`config.mk`:
```
export PLATFORM = sky130hd
export DESIGN_NAME = codec_init_seq
export DESIGN_NICKNAME = d
export VERILOG_FILES = /design/src/rtl/codec_cfg_pkg.sv /design/src/rtl/codec_reg_rom.sv /design/src/rtl/codec_init_seq.sv
export SDC_FILE = /design/constraint.sdc
export NUM_CORES = 1
export LEC_CHECK = 0
export CORE_MARGIN = 3
export CORE_UTILIZATION = 57
export DETAILED_ROUTE_END_ITERATION = 8
export PLACE_DENSITY = 0.87
export REMOVE_ABC_BUFFERS = 1
export SLEW_MARGIN = 20
export SYNTH_ARGS = -nofsm -noshare
export SYNTH_HDL_FRONTEND = slang
export SYNTH_SLANG_ARGS = --single-unit
```
`constraint.sdc`:
```
create_clock -name clk -period 4.3 [get_ports clk]
set_clock_uncertainty 0.1 [all_clocks]
set_input_delay 0.86 -clock clk [delete_from_list [all_inputs] [get_ports clk]]
set_output_delay 0.86 -clock clk [all_outputs]
set_load 0.05 [all_outputs]
```
`src/rtl/codec_cfg_pkg.sv`:
```
// Shared configuration for the codec bring-up sequencer: register table,
// PLL lock location and the sequencer state encoding.
package codec_cfg_pkg;

    typedef struct packed {
        logic [15:0] addr;
        logic [7:0]  data;
    } reg_wr_t;

    localparam int NUM_REGS = 8;
    localparam int PLL_REGS = 3;
    localparam int IDX_W    = $clog2(NUM_REGS + 1);
    localparam int ROM_AW   = $clog2(NUM_REGS);

    localparam logic [15:0] PLL_LOCK_ADDR = 16'h4007;
    localparam int          PLL_LOCK_BIT  = 1;

    // PLL setup entries come first; the sequencer polls for lock after them.
    localparam reg_wr_t REG_TABLE [NUM_REGS] = '{
        '{16'h4000, 8'h01},
        '{16'h4002, 8'h7D},
        '{16'h4003, 8'h12},
        '{16'h4015, 8'h01},
        '{16'h4016, 8'h00},
        '{16'h4019, 8'h63},
        '{16'h401C, 8'h21},
        '{16'h4029, 8'h03}
    };

    typedef enum logic [3:0] {
        ST_IDLE,
        ST_STARTUP,
        ST_WR_ISSUE,
        ST_WR_WAIT,
        ST_POLL_ISSUE,
        ST_POLL_WAIT,
        ST_POLL_GAP,
        ST_WAIT_LR,
        ST_RUN,
        ST_FAULT
    } state_t;

    function automatic int max_int(input int a, input int b);
        return (a > b) ? a : b;
    endfunction

endpackage

```
`src/rtl/codec_reg_rom.sv`:
```
// Combinational lookup of the codec register table; out-of-range indices read zero.
module codec_reg_rom
    import codec_cfg_pkg::*;
(
    input  logic [IDX_W-1:0] i_idx,
    output reg_wr_t          o_entry
);

    always_comb begin
        o_entry = '0;
        if (int'(i_idx) < NUM_REGS) begin
            o_entry = REG_TABLE[i_idx[ROM_AW-1:0]];
        end
    end

endmodule

```
`src/rtl/codec_init_seq.sv`:
```
// Codec bring-up sequencer: power-up wait, register writes over an I2C command
// port, PLL lock polling, then enable the serdes on the first LRCLK falling edge.
module codec_init_seq
    import codec_cfg_pkg::*;
#(
    parameter int STARTUP_CYCLES  = 1_000_000,
    parameter int POLL_GAP_CYCLES = 10_000,
    parameter int POLL_MAX        = 256,
    parameter int RETRY_MAX       = 3
) (
    input  logic        clk,
    input  logic        reset,
    output logic        cmd_valid,
    input  logic        cmd_ready,
    output logic        cmd_rnw,
    output logic [15:0] cmd_addr,
    output logic [7:0]  cmd_wdata,
    input  logic        rsp_valid,
    input  logic [7:0]  rsp_rdata,
    input  logic        rsp_err,
    input  logic        lrclk,
    output logic        enabled,
    output logic        busy,
    output logic        fault,
    output state_t      o_dbg_state
);

    // Handshake: a command transfers on the cycle cmd_valid && cmd_ready; cmd_valid
    // and its payload stay stable until then. rsp_valid is a one-cycle pulse that
    // is only honoured in the *_WAIT states.

    localparam int DLY_W   = $clog2(max_int(STARTUP_CYCLES, POLL_GAP_CYCLES) + 1);
    localparam int POLL_W  = max_int(1, $clog2(POLL_MAX + 1));
    localparam int RETRY_W = max_int(1, $clog2(RETRY_MAX + 1));

    localparam logic [DLY_W-1:0]   STARTUP_LAST = DLY_W'(STARTUP_CYCLES - 1);
    localparam logic [DLY_W-1:0]   GAP_LAST     = DLY_W'(POLL_GAP_CYCLES - 1);
    localparam logic [POLL_W-1:0]  POLL_LIM     = POLL_W'(POLL_MAX);
    localparam logic [RETRY_W-1:0] RETRY_LIM    = RETRY_W'(RETRY_MAX);
    localparam logic [IDX_W-1:0]   PLL_IDX      = IDX_W'(PLL_REGS);
    localparam logic [IDX_W-1:0]   LAST_IDX     = IDX_W'(NUM_REGS);

    state_t             r_state;
    logic [IDX_W-1:0]   r_idx;
    logic [POLL_W-1:0]  r_poll;
    logic [RETRY_W-1:0] r_retry;
    logic [DLY_W-1:0]   r_delay;
    logic               r_lr_sync1;
    logic               r_lr_sync2;
    logic               r_lr_dly;

    state_t             w_state_nxt;
    logic [IDX_W-1:0]   w_idx_nxt;
    logic [POLL_W-1:0]  w_poll_nxt;
    logic [RETRY_W-1:0] w_retry_nxt;
    logic [DLY_W-1:0]   w_delay_nxt;
    logic [IDX_W-1:0]   w_idx_inc;
    logic [POLL_W-1:0]  w_poll_inc;
    logic               w_lr_fall;
    logic               w_rdata_unused;
    reg_wr_t            w_entry;

    codec_reg_rom u_rom (
        .i_idx   (r_idx),
        .o_entry (w_entry)
    );

    assign w_idx_inc      = r_idx + 1'b1;
    assign w_poll_inc     = (r_poll == POLL_LIM) ? r_poll : r_poll + 1'b1;
    assign w_lr_fall      = r_lr_dly & ~r_lr_sync2;
    assign w_rdata_unused = ^(rsp_rdata & ~(8'd1 << PLL_LOCK_BIT));

    always_ff @(posedge clk) begin
        if (reset) begin
            r_state    <= ST_IDLE;
            r_idx      <= '0;
            r_poll     <= '0;
            r_retry    <= '0;
            r_delay    <= '0;
            r_lr_sync1 <= 1'b1;
            r_lr_sync2 <= 1'b1;
            r_lr_dly   <= 1'b1;
        end else begin
            r_state    <= w_state_nxt;
            r_idx      <= w_idx_nxt;
            r_poll     <= w_poll_nxt;
            r_retry    <= w_retry_nxt;
            r_delay    <= w_delay_nxt;
            r_lr_sync1 <= lrclk;
            r_lr_sync2 <= r_lr_sync1;
            r_lr_dly   <= r_lr_sync2;
        end
    end

    always_comb begin
        w_state_nxt = r_state;
        w_idx_nxt   = r_idx;
        w_poll_nxt  = r_poll;
        w_retry_nxt = r_retry;
        w_delay_nxt = '0;
        cmd_valid   = 1'b0;
        cmd_rnw     = 1'b0;
        cmd_addr    = '0;
        cmd_wdata   = '0;
        case (r_state)
            ST_IDLE: w_state_nxt = ST_STARTUP;
            ST_STARTUP: begin
                if (r_delay == STARTUP_LAST) w_state_nxt = ST_WR_ISSUE;
                else                         w_delay_nxt = r_delay + 1'b1;
            end
            ST_WR_ISSUE: begin
                cmd_valid = 1'b1;
                cmd_addr  = w_entry.addr;
                cmd_wdata = w_entry.data;
                if (cmd_ready) w_state_nxt = ST_WR_WAIT;
            end
            ST_WR_WAIT: begin
                if (rsp_valid && rsp_err) begin
                    if (r_retry == RETRY_LIM) begin
                        w_state_nxt = ST_FAULT;
                    end else begin
                        w_retry_nxt = r_retry + 1'b1;
                        w_state_nxt = ST_WR_ISSUE;
                    end
                end else if (rsp_valid) begin
                    w_retry_nxt = '0;
                    w_idx_nxt   = w_idx_inc;
                    if (w_idx_inc == PLL_IDX)       w_state_nxt = ST_POLL_ISSUE;
                    else if (w_idx_inc == LAST_IDX) w_state_nxt = ST_WAIT_LR;
                    else                            w_state_nxt = ST_WR_ISSUE;
                end
            end
            ST_POLL_ISSUE: begin
                cmd_valid = 1'b1;
                cmd_rnw   = 1'b1;
                cmd_addr  = PLL_LOCK_ADDR;
                if (cmd_ready) w_state_nxt = ST_POLL_WAIT;
            end
            ST_POLL_WAIT: begin
                // An errored read is retried immediately and never counts as a poll.
                if (rsp_valid && rsp_err) begin
                    if (r_retry == RETRY_LIM) begin
                        w_state_nxt = ST_FAULT;
                    end else begin
                        w_retry_nxt = r_retry + 1'b1;
                        w_state_nxt = ST_POLL_ISSUE;
                    end
                end else if (rsp_valid) begin
                    w_retry_nxt = '0;
                    if (rsp_rdata[PLL_LOCK_BIT]) begin
                        w_state_nxt = ST_WR_ISSUE;
                    end else begin
                        w_poll_nxt  = w_poll_inc;
                        w_state_nxt = (w_poll_inc == POLL_LIM) ? ST_FAULT : ST_POLL_GAP;
                    end
                end
            end
            ST_POLL_GAP: begin
                if (r_delay == GAP_LAST) w_state_nxt = ST_POLL_ISSUE;
                else                     w_delay_nxt = r_delay + 1'b1;
            end
            ST_WAIT_LR: if (w_lr_fall) w_state_nxt = ST_RUN;
            ST_RUN:     w_state_nxt = ST_RUN;
            ST_FAULT:   w_state_nxt = ST_FAULT;
            default:    w_state_nxt = ST_IDLE;
        endcase
    end

    assign enabled     = (r_state == ST_RUN);
    assign fault       = (r_state == ST_FAULT);
    assign busy        = (r_state != ST_RUN) && (r_state != ST_FAULT);
    assign o_dbg_state = r_state;

endmodule

```
Yosys cells after proc, flatten, opt, wreduce, memory -nomap -nowiden
Memories as Yosys holds them, arrays and structs flattened.
Index checks and enable logic that the tools add are counted.
- output and inout bits: 33
- logic and storage cells: 86
- register bits: 42
- memories: 1
- memory bits (read-only): 192
- equality and inequality tests: 26
- reductions and logical operators: 10
- bitwise gates (word level): 5
- multiplexer cells: 30
- order comparisons: 2
- $add $sub $neg: 4
- memories (name ; depth ; width ; read ports ; clocked after Yosys merged registers in ; write ports ; line ; RTL):
    (no name shown) ; 8 ; 24 ; 1 ; 0 ; 0 ; codec_reg_rom.sv:12 ; o_entry = REG_TABLE[i_idx[ROM_AW-1:0]];
- operator list (kind ; number):
    24-bit 2-to-1 mux ; 3
    4-bit 2-to-1 mux ; 13
    20-bit 2-to-1 mux ; 2
    20-bit case mux with 2 select lines ; 1
    4-bit case mux with 10 select lines ; 1
    16-bit case mux with 2 select lines ; 1
    20-bit by 1-bit adder with 20-bit output (second input constant) ; 1
    20-bit by 14-bit equality test with 1-bit output (second input constant) ; 1
    20-bit equality test (second input constant) ; 1
    9-bit equality test (second input constant) ; 2
    4-bit by 3-bit equality test with 1-bit output (second input constant) ; 4
    4-bit by 2-bit equality test with 1-bit output (second input constant) ; 3
    4-bit equality test (second input constant) ; 3
    2-bit != test (second input constant) ; 6
    9-bit by 1-bit adder with 9-bit output (second input constant) ; 1
    9-bit 2-to-1 mux ; 1
    8-bit 2-to-1 mux ; 1
    4-bit != test (second input constant) ; 2
    7-bit AND reduction ; 1
    2-bit 2-to-1 mux ; 3
    3-bit 2-to-1 mux ; 2
    3-bit != test (second input constant) ; 2
    3-bit AND reduction ; 2
    4-bit by 1-bit adder with 4-bit output (second input constant) ; 1
    14 further kinds ; 19

Depth between registers and ports, before layout
- depth in word-level cells: 8
- gate-level depth with buffers: 8
- depth with buffers taken out: 8

By module
A second synthesis with hierarchy kept.
- cells, all modules: 355
- area, all modules: 2827.7 um^2
- modules (own cells, without submodules) (module ; area an instance (um^2) ; sequential area each (um^2) ; instances ; cells an instance):
    codec_init_seq ; 2517.4 ; 840.8 ; 1 ; 312
    codec_reg_rom ; 310.3 ; 0.0 ; 1 ; 43

Least setup slack after synthesis
Ideal clock, no wire load.
- path type: register to output
- start: register r_state[1] (netlist: o_dbg_state[1])
- end: output cmd_addr[3]
- path slack: 425 ps
- stages on the path, launching flop included: 6
- arrival: 2915 ps
- path through: dfxtp_1 clkbuf_1 nand2b_1 or4_1 clkbuf_1 nor3b_1
- word-level cells in the longest chain between the ends: 2
- RTL lines (what ; line ; RTL):
    start, declared ; codec_init_seq.sv:43 ; state_t r_state;
    start signal, assigned ; codec_init_seq.sv:84 ; r_state <= w_state_nxt;
    4-bit by 3-bit equality test with 1-bit output or 4-bit by 2-bit equality test with 1-bit output (tied branches) ; codec_init_seq.sv:105 ; case (r_state)
    16-bit case mux with 2 select lines * ; codec_init_seq.sv:105 ;
    end, declared ; codec_init_seq.sv:16 ; output logic [15:0] cmd_addr,
Every way passes the cells marked *; elsewhere a longest branch is shown, timed or not.

Worst setup path after layout
- start: register r_state[1] (netlist: o_dbg_state[1])
- end: output cmd_wdata[0]
- word-level cells in the longest chain between the ends: 2
- RTL lines (what ; line ; RTL):
    4-bit by 2-bit equality test with 1-bit output ; codec_init_seq.sv:105 ;
    8-bit 2-to-1 mux ; codec_init_seq.sv:105 ;
    end, declared ; codec_init_seq.sv:17 ; output logic [7:0] cmd_wdata,
No other way between the ends.

==> flow_metrics.py <==
metrics = {
    "placement": {
        "place.detailed.hpwl_um": 3940,
        "placedInstanceArea_um2": 2910,
        "number_of_buffers_added_on_ports": 29,
        "placement.setup.worst_slack_ns": 0.854,
        "globalplace.congestion": 0.894,
    },
    "sta": {
        "hold_violations": 0,
        "timing.setup.tns_ns": 0,
        "final_min_period_over_clock_period_pct": 87.6,
        "slew_headroom_pct": 49.6,
        "maxClockFrequency_mhz": 265,
        "finalWorstPathRequiredPeriod_ns": 3.77,
        "final_critical_path_setup_slack_ns": 0.531,
        "final-setup-viol-count": 0,
        "hold_slack_ns": 0.316,
        "worstMarginPinSlew_ns": 0.754,
        "rsz0062_at_grt": "no",
        "finalMaxSlewViolations": 0,
    },
    "yosys": {
        "yosys-mux-area-fraction_pct": 2.69,
        "synth_simple_gate_area_share_pct": 31.5,
        "syn-instance-count": 337,
        "yosys.area_share.adder_pct": 6.05,
        "synth_xor_xnor_area_share_pct": 9.92,
        "syn_area_per_cell_um2": 7.86,
        "post_synth_instance_area_um2": 2650,
        "synth_seq_area_share_pct": 31.8,
        "synth-edff-count": 0,
        "synth-async-reset-ratio_pct": 0,
        "synth_compound_gate_area_share_pct": 10.3,
        "yosys.cell_types.count": 53,
        "ys.flop_type": "dfxtp_1",
        "ys_seq_elements": 42,
        "main_combinational_cell_family_by_area_after_synthesis": "simple AND/OR/NAND/NOR gates",
        "synth.yosys.warnings": 0,
    },
    "worst_setup_path": {
        "data_arrival_at_the_endpoint_of_the_critical_path_ns": 2.81,
        "timing.setup.critical_path_class": "reg -> out",
        "crit_path_max_incr_delay_ns": 0.84,
        "cp.buffers_inverters": 1,
        "required_ns": 3.34,
        "logic_depth_of_the_worst_path_buffers_included": 4,
        "cell_class_contributing_the_biggest_share_of_worst_path_delay": "buffers and inverters",
        "worst-r2r-cell-count": 7,
        "worstPathCellList": "nand2b_1 > or4_1 > a211oi_1 > clkdlybuf4s50_1",
        "cp-end-kind": "output pin",
        "critPathSlowestCell": "clkdlybuf4s50_1",
        "setup.worst_path.start_class": "register",
        "worstPathMaxFanout": 13,
    },
    "flow_run": {
        "maxCapViolations": 0,
    },
    "global_route": {
        "gr-usage-all-layers_pct": 20.7,
        "global_route.overflow_total": 0,
        "first_pass_grt_wire_length_um": 9110,
        "grt_pass1_vias": 2137,
        "grt_max_degree": 23,
        "antenna_violations_before_repair": 0,
    },
    "cells_and_area": {
        "postLayoutCellArea_um2": 2980,
        "area.growth.synth_to_final_pct": 12.7,
        "mostFrequentLayoutCells": "nor2_1 (50), dfxtp_1 (42), nand2_1 (31), clkdlybuf4s50_1 (29), nand3_1 (24)",
        "layout.nets": 387,
        "n_antenna_cell": 0,
        "commonest_non_fill_non_tap_cell_in_the_layout": "nor2_1",
        "drive_gt1_share_pct": 4.16,
        "n_fill_cell": 388,
    },
    "detailed_routing": {
        "post-route-drc-count": 0,
        "finalWirelength_um": 5330,
        "via_count": 2334,
        "route.detailed.vias_per_inst": 5.65,
        "ant_nets": 0,
        "routedWlPerCell_um": 12.9,
        "detailedRoute.firstPassIterationCount": 4,
        "initialDrtViolationCount": 127,
    },
    "clock_tree": {
        "cts_root_buffer": "clkbuf_8",
        "hold_buffers": 0,
        "clockBufferDepth": 2,
        "number_of_buffers_created_by_cts": 5,
        "tritoncts_clock_tree": "yes",
        "clock_sinks": 42,
        "post-cts-setup-buffer-count": 0,
        "ctsResizeCount": 0,
        "clock_tree.htree_level_count": 2,
        "clk_pin_slew_worst_paths_ns": 0.08,
        "worstSkewPairLatency_ns": 0.29,
    },
    "worst_hold_path": {
        "worst_hold_path.num_cells": 1,
        "timing.hold.worst.class": "reg -> reg",
    },
    "die": {
        "die_area_um2": 5500,
        "design.core.area_um2": 4410,
        "die_width_um": 74.2,
        "start_util_pct": 60.0,
        "ios": 47,
        "dieHeight_um": 74.2,
        "rows": 24,
    },
    "power": {
        "peakVddDrop_mv": 0.244,
        "pwr_total_uw": 1000,
        "power_leakage_uw": 0.00105,
        "power.density_cell_area_nw_per_um2": 336,
    },
    "outcome": {
        "run_status": "finished, final reports clean",
    },
}
==> routing by layer <==
layer | GRT usage, % | wire length [µm]
met1 | 24.4 | 2360
met3 | 4.19 | 253
met5 | 0 | 0
met2 | 36.6 | 2640
met4 | 8.25 | 78
==> worst paths after layout <==
kind,start,end,slack [ns]
worst max register to register,r_poll[1],o_dbg_state[1],2.08
worst max-delay path,o_dbg_state[1],cmd_wdata[0],0.53
worst min register to register,r_lr_sync1,r_lr_sync2,0.32
worst min-delay path,r_lr_sync1,r_lr_sync2,0.32
==> report_power, final <==
group / total (µW) / internal, µW / switching, µW
Clock: 242 / 112 / 130
Combinational: 329 / 108 / 221
Sequential: 432 / 400 / 32.2
Total: 1000 / 620 / 383
==> through the flow <==
step                cells  utilization, %
detailed placement    406            65.8
global route          413            67.6
floorplan             323               -
global placement      406            65.8
CTS                   413            67.6
finish                413            67.6
==> cell type report <==
cell class              count  area (µm²)  area share [%]
clock buffers               7        76.3            2.56
flip-flops and latches     42         841            28.2
well taps                  52        65.1            2.18
repair buffers             31         305            10.2
multi-input cells         266        1640            54.9
inverters                  15        56.3            1.89
==> cell usage after synthesis, types with 2 or more instances <==
library cell / count / area (µm²)
nor2_1: 50 / 188
dfxtp_1: 42 / 841
nand2_1: 31 / 116
nand3_1: 24 / 120
a21oi_1: 17 / 85.1
xor2_1: 17 / 149
inv_1: 15 / 56.3
xnor2_1: 13 / 114
ha_1: 12 / 150
buf_4: 11 / 82.6
nand4_1: 9 / 56.3
nand2b_1: 8 / 50.1
o21ai_0: 8 / 40.0
and3_1: 7 / 43.8
clkbuf_1: 7 / 26.3
nor3_1: 7 / 35.0
mux2i_1: 6 / 60.1
nor2b_1: 5 / 31.3
nor3b_1: 4 / 30.0
or2_2: 3 / 18.8
or4_1: 3 / 22.5
a31oi_1: 2 / 12.5
a41o_1: 2 / 20.0
buf_2: 2 / 10.0
buf_6: 2 / 22.5
nor4_1: 2 / 12.5
or4b_1: 2 / 20.0
==> state kept, by name, summed over array words and instances (netlist names) <==
signal,flops
r_lr_dly,1
r_poll,9
r_delay,20
o_dbg_state,4
r_idx,4
r_lr_sync1,1
r_lr_sync2,1
r_retry,2
==> cell families after synthesis <==
family,count (synthesis)
muxes,7
AOI/OAI and AO/OA,43
xor gates and xnor gates,30
other,1
DFF,42
and+or+nand+nor,163
adders and majority gates,13
buffers and inverters,38
Power figures use the tool's default switching activity.
